**config.mk**
```make
export PLATFORM = sky130hd
export DESIGN_NAME = acl_fifo_ctrl
export DESIGN_NICKNAME = d
export VERILOG_FILES = /design/src/rtl/acl_ctrl_pkg.sv /design/src/rtl/acl_dec_queue.sv /design/src/rtl/acl_fifo_ctrl.sv
export SDC_FILE = /design/constraint.sdc
export NUM_CORES = 1
export LEC_CHECK = 0
export ABC_AREA = 1
export CORE_MARGIN = 2
export CORE_UTILIZATION = 35
export CTS_CLUSTER_DIAMETER = 150
export DETAILED_ROUTE_END_ITERATION = 12
export GPL_TIMING_DRIVEN = 0
export PLACE_DENSITY = 0.66
export SKIP_CTS_REPAIR_TIMING = 1
export SLEW_MARGIN = 40
export SYNTH_ARGS = -nofsm -noshare
export SYNTH_HDL_FRONTEND = slang
export SYNTH_SLANG_ARGS = --single-unit
```
**constraint.sdc**
```tcl
create_clock -name clk -period 2.9 [get_ports clk]
set_input_delay 0.435 -clock clk [delete_from_list [all_inputs] [get_ports clk]]
set_output_delay 0.435 -clock clk [all_outputs]
set_load 0.01 [all_outputs]
```
**src/rtl/acl_ctrl_pkg.sv**
```systemverilog
// rtl/acl_ctrl_pkg.sv - shared state encoding and default parameters for acl_fifo_ctrl
package acl_ctrl_pkg;

  typedef enum logic [1:0] {
    ST_IDLE = 2'd0,
    ST_FWD  = 2'd1,
    ST_DROP = 2'd2
  } acl_state_t;

  localparam int DEF_MAX_FRAMES = 4;
  localparam int DEF_DEC_DEPTH  = 4;
  localparam int DEF_CNT_W      = 16;

endpackage

```
**src/rtl/acl_dec_queue.sv**
```systemverilog
// rtl/acl_dec_queue.sv - 1-bit decision FIFO; a push while full is dropped unless a pop frees the slot
module acl_dec_queue #(
  parameter int DEPTH = 4
) (
  input  logic clk,
  input  logic rst,
  input  logic push,
  input  logic din,
  input  logic pop,
  output logic dout,
  output logic empty,
  output logic full
);

  localparam int AW = (DEPTH > 1) ? $clog2(DEPTH) : 1;
  localparam int CW = $clog2(DEPTH + 1);

  logic [DEPTH-1:0] mem;
  logic [AW-1:0]    rd_ptr;
  logic [AW-1:0]    wr_ptr;
  logic [CW-1:0]    count;
  logic             do_pop;
  logic             do_push;

  assign empty   = (count == '0);
  assign full    = (count == CW'(DEPTH));
  assign dout    = mem[rd_ptr];
  assign do_pop  = pop && !empty;
  assign do_push = push && (!full || do_pop);

  always_ff @(posedge clk or negedge rst) begin
    if (!rst) begin
      mem    <= '0;
      rd_ptr <= '0;
      wr_ptr <= '0;
      count  <= '0;
    end else begin
      if (do_push) begin
        mem[wr_ptr] <= din;
        wr_ptr      <= (wr_ptr == AW'(DEPTH - 1)) ? '0 : wr_ptr + 1'b1;
      end
      if (do_pop)
        rd_ptr <= (rd_ptr == AW'(DEPTH - 1)) ? '0 : rd_ptr + 1'b1;
      if (do_push && !do_pop)
        count <= count + 1'b1;
      else if (do_pop && !do_push)
        count <= count - 1'b1;
    end
  end

endmodule

```
**src/rtl/acl_fifo_ctrl.sv**
```systemverilog
// rtl/acl_fifo_ctrl.sv - ACL forward/drop sequencer for a packet FIFO; ACL_STATS_EN enables fwd/drop counters
module acl_fifo_ctrl
  import acl_ctrl_pkg::*;
#(
  parameter int MAX_FRAMES = DEF_MAX_FRAMES,
  parameter int DEC_DEPTH  = DEF_DEC_DEPTH,
  parameter int CNT_W      = DEF_CNT_W
) (
  input  logic                            clk,
  input  logic                            rst,
  input  logic                            i_rxd_tvalid,
  input  logic                            i_rxd_tlast,
  output logic                            o_rxd_tready,
  input  logic                            i_fifo_full,
  input  logic                            i_rd_tlast,
  output logic                            o_rd_valid,
  output logic                            o_fifo_invalid,
  input  logic                            i_tx_tready,
  input  logic                            i_acl_valid,
  input  logic                            i_acl_permit,
  output logic [$clog2(MAX_FRAMES+1)-1:0] o_frame_cnt,
  output logic [CNT_W-1:0]                o_fwd_cnt,
  output logic [CNT_W-1:0]                o_drop_cnt,
  output logic                            o_dec_ovf
);

  localparam int FC_W = $clog2(MAX_FRAMES + 1);

  acl_state_t      state;
  logic [FC_W-1:0] frame_cnt;
  logic            wr_done;
  logic            rd_done;
  logic            dec_pop;
  logic            dec_head;
  logic            dec_empty;
  logic            dec_full;

  assign o_frame_cnt    = frame_cnt;
  assign o_rxd_tready   = !i_fifo_full && (frame_cnt < FC_W'(MAX_FRAMES));
  assign o_rd_valid     = ((state == ST_FWD) && i_tx_tready) || (state == ST_DROP);
  assign o_fifo_invalid = (state == ST_DROP);
  assign wr_done        = i_rxd_tvalid && o_rxd_tready && i_rxd_tlast;
  assign rd_done        = o_rd_valid && i_rd_tlast;
  // Decisions only apply to frames already fully buffered.
  assign dec_pop        = (state == ST_IDLE) && (frame_cnt != '0) && !dec_empty;

  acl_dec_queue #(.DEPTH(DEC_DEPTH)) u_dec_queue (
    .clk   (clk),
    .rst   (rst),
    .push  (i_acl_valid),
    .din   (i_acl_permit),
    .pop   (dec_pop),
    .dout  (dec_head),
    .empty (dec_empty),
    .full  (dec_full)
  );

  always_ff @(posedge clk or negedge rst) begin
    if (!rst) begin
      state <= ST_IDLE;
    end else begin
      case (state)
        ST_IDLE:         if (dec_pop) state <= dec_head ? ST_FWD : ST_DROP;
        ST_FWD, ST_DROP: if (rd_done) state <= ST_IDLE;
        default:         state <= ST_IDLE;
      endcase
    end
  end

  always_ff @(posedge clk or negedge rst) begin
    if (!rst) begin
      frame_cnt <= '0;
      o_dec_ovf <= 1'b0;
    end else begin
      if (wr_done && !rd_done)
        frame_cnt <= frame_cnt + 1'b1;
      else if (rd_done && !wr_done)
        frame_cnt <= frame_cnt - 1'b1;
      if (i_acl_valid && dec_full && !dec_pop)
        o_dec_ovf <= 1'b1;
    end
  end

`ifdef ACL_STATS_EN
  logic fwd_done;
  logic drop_done;

  assign fwd_done  = rd_done && (state == ST_FWD);
  assign drop_done = rd_done && (state == ST_DROP);

  always_ff @(posedge clk or negedge rst) begin
    if (!rst) begin
      o_fwd_cnt  <= '0;
      o_drop_cnt <= '0;
    end else begin
      if (fwd_done && (o_fwd_cnt != '1))
        o_fwd_cnt <= o_fwd_cnt + 1'b1;
      if (drop_done && (o_drop_cnt != '1))
        o_drop_cnt <= o_drop_cnt + 1'b1;
    end
  end
`else
  assign o_fwd_cnt  = '0;
  assign o_drop_cnt = '0;
`endif

endmodule
```
# Word-level counts from Yosys, hierarchy flattened

Cells that the tools add are included.

Register bits: 17
Output and inout bits: 39
Word-level logic and storage cells: 72

$add $sub $neg: 6
Order comparisons: 4
Equal/unequal tests: 7
Muxes and demuxes: 15
Reduce and logical (&&, ||, !) cells: 33

Operator list:

| cell                  | count |
|---|---|
| $logic_and A1 B1 Y1   | 16 |
| $mux W3               | 4 |
| $mux W2               | 5 |
| $logic_not A1 Y1      | 8 |
| $add A3 B1 Y3 const B | 2 |
| $eq A2 B2 Y1 const B  | 3 |
| $lt A2 B3 Y1 const B  | 2 |
| $sub A3 B1 Y3 const B | 2 |
| $add A2 B1 Y2 const B | 2 |
| $bwmux W4             | 1 |
| $ne A2 B2 Y1 const B  | 2 |
| $pmux W2 S2           | 1 |
| $reduce_bool A2 Y1    | 2 |
| $eq A3 B3 Y1 const B  | 1 |
| $logic_not A3 Y1      | 1 |
| $lt A3 B3 Y1 const B  | 1 |
| $reduce_bool A3 Y1    | 1 |
| $bmux W1 S2           | 1 |
| $demux W1 S2          | 1 |
| $eq A2 B1 Y1 const B  | 1 |
| $ge A2 B1 Y1 const B  | 1 |
| $logic_not A2 Y1      | 1 |
| $logic_or A1 B1 Y1    | 2 |
| $mux W1               | 2 |
| other kinds (2)       | 2 |

# Depth between registers and ports, before layout

Depth after elaboration: 10
Gate-level depth with buffers: 12
Depth with buffers taken out: 12

# Hierarchy

A second synthesis with hierarchy kept.

Cell total of the unflattened synthesis: 158
Area, all modules: 1281.2 um2

By module, submodules not included:

| module        | times used | cells each | area an instance (um2) | seq. area each (um2) |
|---|---|---|---|---|
| acl_dec_queue | 1          | 77         | 649.4                  | 275.3 |
| acl_fifo_ctrl | 1          | 81         | 631.9                  | 150.1 |

# Worst setup path before layout

OpenSTA, ideal clock, no wires.

Kind: reg2reg
Start point: register state[0]
End point: register u_dec_queue.count[2]
Library setup time: 0.131 ns
Data arrival time: 1.946 ns
Required time: 2.769 ns
Path slack: 0.823 ns
Stages on the path, launching flop included: 13
Buffers on the path: 0
Clock period less this slack: 2.077 ns
Path through: dfrtp_1 -> inv_1 -> ha_1 -> nand2_4 -> nand2_4 -> nand2_4 -> inv_2 -> ha_1 -> inv_1 -> fa_1 -> a21oi_1 -> o21ai_0 -> xor2_1

Longest elaborated chain between the ends: 9
Elaborated cells on any way between the ends: 12
Classes of those cells: 1 x mux; 11 x reduce/logical

Ends and longest elaborated chain:

| item                                | line                | source |
|---|---|---|
| start, declared                     | acl_fifo_ctrl.sv:29 | `acl_state_t state;` |
| start signal, assigned              | acl_fifo_ctrl.sv:63 | `ST_IDLE: if (dec_pop) state <= dec_head ? ST_FWD : ST_DROP;` |
| $logic_not A2 Y1 *                  | acl_fifo_ctrl.sv:45 | `assign dec_pop = (state == ST_IDLE) && (frame_cnt != '0) && !dec_empty;` |
| $logic_and A1 B1 Y1 * (2 in series) | acl_fifo_ctrl.sv:45 |  |
| $logic_and A1 B1 Y1 *               | acl_dec_queue.sv:28 | `assign do_pop = pop && !empty;` |
| $logic_or A1 B1 Y1 *                | acl_dec_queue.sv:29 | `assign do_push = push && (!full \|\| do_pop);` |
| $logic_and A1 B1 Y1 *               | acl_dec_queue.sv:29 |  |
| named net u_dec_queue.do_push       | acl_dec_queue.sv:23 | `logic do_push;` |
| $logic_not A1 Y1                    | acl_dec_queue.sv:46 | `else if (do_pop && !do_push)` |
| $logic_and A1 B1 Y1                 | acl_dec_queue.sv:46 |  |
| $reduce_bool A2 Y1 (no source line) | n/a                 |  |
| end signal, assigned                | acl_dec_queue.sv:45 | `count <= count + 1'b1;` |
| end signal, assigned                | acl_dec_queue.sv:47 | `count <= count - 1'b1;` |
| end, declared                       | acl_dec_queue.sv:21 | `logic [CW-1:0] count;` |

The timed path passes the listed nets; every way through them passes the cells marked *.
A chain may end at the register's enable or synchronous reset.

# Worst setup path after layout

Ends and elaborated chain as after synthesis.

==> metrics.log <==
INFO  metric synth.yosys.warnings = 0
INFO  metric fp-row-count = 22
INFO  metric fin_tns_setup = 0 ns
INFO  metric drive_above_1_share = 0.281
INFO  metric status = finished clean
INFO  metric max_stage_delay = 0.41 ns
INFO  metric vdd_drop_max = 0.576 mV
INFO  metric number_of_distinct_library_cells_after_synthesis = 27
INFO  metric grt_antenna_before_repair = 0
INFO  metric cap_viol_max_count = 0
INFO  metric setup_viol = 0
INFO  metric share_of_yosys_cell_area_claimed_by_the_top_area_cell_type = 0.327
INFO  metric routed-via-count = 899
INFO  metric floorplan.die.width = 65.0 um
INFO  metric worstSetupPathType = flip-flop to flip-flop
INFO  metric die_area = 0.00423 sq mm
INFO  metric grt_start_max_net_pins = 18
INFO  metric finish.utilization = 0.460
INFO  metric share_of_the_synthesized_area_in_compound_gates_ao_oa_aoi_oai = 0.0336
INFO  metric chip_height = 65.0 um
INFO  metric post_synth_xor_area_fraction = 0.0269
INFO  metric endpoint_kind = flip-flop
INFO  metric static-leakage-power = 0.000902 uW
INFO  metric path_cells = inv_1 -> ha_1 -> nand2_4 -> nand2_4 -> nand2_4 -> inv_2 -> ha_1 -> inv_1 -> fa_1 -> a21oi_1 -> o21ai_0 -> xor2_1
INFO  metric num_io_pins = 48
INFO  metric finish.cell_count_without_fillers = 244
INFO  metric clk_pin_slew = 0.06 ns
INFO  metric wirelength = 1900 um
INFO  metric hold_path_class = input pin to async pin
INFO  metric insertion_delay = 0.25 ns
INFO  metric cts_tree = yes
INFO  metric hold_violations = 0
INFO  metric numClockSinks = 17
INFO  metric placement.io_buffers = 14
INFO  metric dr.pass1.iters = 4
INFO  metric start_util = 0.361
INFO  metric synth.ff_latch_count = 17
INFO  metric cts-root-to-sink-buffers = 2
INFO  metric post-dp-hpwl = 1580 um
INFO  metric total_power = 1460 uW
INFO  metric tmin_final = 2.27 ns
INFO  metric yosys-top-cells-area = sky130_fd_sc_hd__dfrtp_1 (33%), sky130_fd_sc_hd__buf_4 (18%), sky130_fd_sc_hd__ha_1 (9.6%)
INFO  metric ctsRootBufferMaster = sky130_fd_sc_hd__clkbuf_8
INFO  metric critical_path_peak_fanout = 9
INFO  metric yosysTopAreaCell = sky130_fd_sc_hd__dfrtp_1
INFO  metric required = 3.03 ns
INFO  metric cts_max_level = 1
INFO  metric fillers = 365
INFO  metric worst_slack = 0.630 ns
INFO  metric ys_dominant_reg_cell = sky130_fd_sc_hd__dfrtp_1
INFO  metric finish.net_count = 218
INFO  metric fin_crit_sh = 0.783
INFO  metric dp_worst_setup_slack = 0.634 ns
INFO  metric combinational_family_with_the_most_area_after_synthesis = buffers and inverters
INFO  metric insertedDiodeCount = 0
INFO  metric slowest_stage = sky130_fd_sc_hd__dfrtp_1
INFO  metric asr_flop_ratio_synth = 1.00
INFO  metric first_pass_grt_wire_length = 3170 um
INFO  metric synth-adder-area-share = 0.127
INFO  metric critPathArrivalTime = 2.40 ns
INFO  metric syn-cell-area = 0.00130 sq mm
INFO  metric via_to_cell_ratio = 3.68
INFO  metric setup.worst_path.start_class = flip-flop
INFO  metric gr-total-overflow = 0
INFO  metric area_growth = 27.4%
INFO  metric placed_cells_incl_taps = 240
INFO  metric average_cell_area_after_synthesis = 8.86 sq um
INFO  metric path_common_cell = sky130_fd_sc_hd__nand2_4
INFO  metric postSynthCellCount = 147
INFO  metric yosysSeqAreaShare = 0.327
INFO  metric p_per_area = 877 mW/mm^2
INFO  metric route.detailed.wl_per_inst = 7.79 um
INFO  metric grt_setup_unrepaired = false
INFO  metric finalClockSkew = 0.00272 ns
INFO  metric synth-edff-count = 0
INFO  metric max_freq = 0.441 GHz
INFO  metric number_of_nets_still_failing_antenna_checks_after_routing = 0
INFO  metric drc = 0
INFO  metric coreArea = 0.00361 sq mm
INFO  metric synthMuxAreaShare = 0.0173
INFO  metric replace_congestion = 0.769
INFO  metric grt_pass1_vias = 760
INFO  metric synth_simple_gate_area_share = 0.231
INFO  metric grt_util_all_layers = 0.0986
INFO  metric detailedRoute.firstIterationViolations = 18
INFO  metric finalMaxSlewViolations = 0
INFO  metric clock_buffers_created_by_tritoncts = 3
synth_stat cells (3+ instances only):
cell                       n
sky130_fd_sc_hd__nand2_2   4
sky130_fd_sc_hd__ha_1     10
sky130_fd_sc_hd__nand2_4   3
sky130_fd_sc_hd__inv_1    12
sky130_fd_sc_hd__nand2_1  27
sky130_fd_sc_hd__nand3_1   7
sky130_fd_sc_hd__o21ai_0   4
sky130_fd_sc_hd__nor2_1    3
sky130_fd_sc_hd__dfrtp_1  17
sky130_fd_sc_hd__nand4_1   5
sky130_fd_sc_hd__buf_4    32
per-layer routing:
| layer | global-route usage | wire (um) | vias up | share of wire |
|---|---|---|---|---|
| met2 | 0.157 | 862 | 29 | 0.45 |
| met4 | 0.0718 | 57 | 0 | 0.030 |
| met3 | 0.0139 | 142 | 5 | 0.075 |
| met5 | 0 | 0 | - | 0 |
| met1 | 0.121 | 840 | 363 | 0.44 |
| li1 | - | - | 502 | - |
flip-flops by register name (all words and copies together) (netlist names):
name / flops
u_dec_queue.mem: 4
u_dec_queue.count: 3
o_dec_ovf: 1
u_dec_queue.rd_ptr: 2
u_dec_queue.wr_ptr: 2
state: 2
o_frame_cnt: 3
critical path, delay by kind of cell (launching register included):
family | cells | cell delay, ns
simple gates | 3 | 0.31
fa+ha+maj | 3 | 0.81
buf+inv | 3 | 0.22
xor+xnor | 1 | 0.15
flops | 1 | 0.41
compound gates | 2 | 0.25
final cells by class:
cell class,count,area (sq um),area share
Sequential cell,17,425,0.256
Buffer,33,254,0.153
Timing Repair Buffer,14,135,0.0814
Inverter,14,52.6,0.0317
Clock buffer,4,45.0,0.0271
Tap cell,48,60.1,0.0362
Multi-Input combinational cell,114,687,0.414
final timing paths:
check | start | endpoint | slack (ns) | depth (start not counted)
max | state[0] | u_dec_queue.count[2] | 0.63 | 12
min | rst | u_dec_queue.count[2] | 0.1 | 1
max reg2reg | state[0] | u_dec_queue.count[2] | 0.63 | 12
min reg2reg | u_dec_queue.mem[0] | u_dec_queue.mem[0] | 0.48 | 2
max in group asynchronous | rst | u_dec_queue.mem[1] | 2.52 | 1
min in group clk | u_dec_queue.mem[0] | u_dec_queue.mem[0] | 0.48 | 2
where the power goes:
part           leakage [uW]  internal, uW  switching (uW)
registers          0.000205           361             120
clock network     0.0000228          97.5            78.1
logic              0.000673           389             411
per-stage QoR:
step	area, sq um	hold WS, ns
3_5_place_dp	1620	0.463
2_1_floorplan	1420	0.139
4_1_cts	1660	0.480
6_report	1660	0.0972
3_3_place_gp	1620	0.459
5_1_grt	1660	0.122
placed cells by master, fill, tap and decap left out:
cell type                         netlist  final
sky130_fd_sc_hd__or2_2                  1      1
sky130_fd_sc_hd__and3_1                 1      1
sky130_fd_sc_hd__a31o_2                 1      1
sky130_fd_sc_hd__fa_1                   2      2
sky130_fd_sc_hd__inv_2                  2      2
sky130_fd_sc_hd__clkdlybuf4s50_1        0     13
sky130_fd_sc_hd__nor2_4                 1      1
sky130_fd_sc_hd__nand2_1               27     27
sky130_fd_sc_hd__inv_1                 12     12
sky130_fd_sc_hd__ha_1                  10     10
sky130_fd_sc_hd__xnor2_1                2      2
sky130_fd_sc_hd__xor2_1                 2      2
sky130_fd_sc_hd__nor2_2                 2      2
sky130_fd_sc_hd__mux2_2                 2      2
sky130_fd_sc_hd__nor3_4                 1      1
sky130_fd_sc_hd__nand4_1                5      5
sky130_fd_sc_hd__o21ai_0                4      4
sky130_fd_sc_hd__o21ai_1                1      1
sky130_fd_sc_hd__nand2_4                3      3
sky130_fd_sc_hd__clkbuf_1               0      1
sky130_fd_sc_hd__nor2_1                 3      3
sky130_fd_sc_hd__nand3_1                7      7
sky130_fd_sc_hd__buf_4                 32     32
sky130_fd_sc_hd__conb_1                 1     32
sky130_fd_sc_hd__nand2_2                4      4
sky130_fd_sc_hd__buf_2                  0      1
sky130_fd_sc_hd__clkbuf_8               1      4
sky130_fd_sc_hd__dfrtp_1               17     17
sky130_fd_sc_hd__nand3_2                1      1
sky130_fd_sc_hd__a21oi_1                2      2
cells by family after synthesis:
kind of cell,Yosys count
compound gates,8
xor+xnor,4
fa+ha+maj,12
buf+inv,47
flops,17
mux,2
other cells,1
simple gates,56
Power figures use the tool's default switching activity.
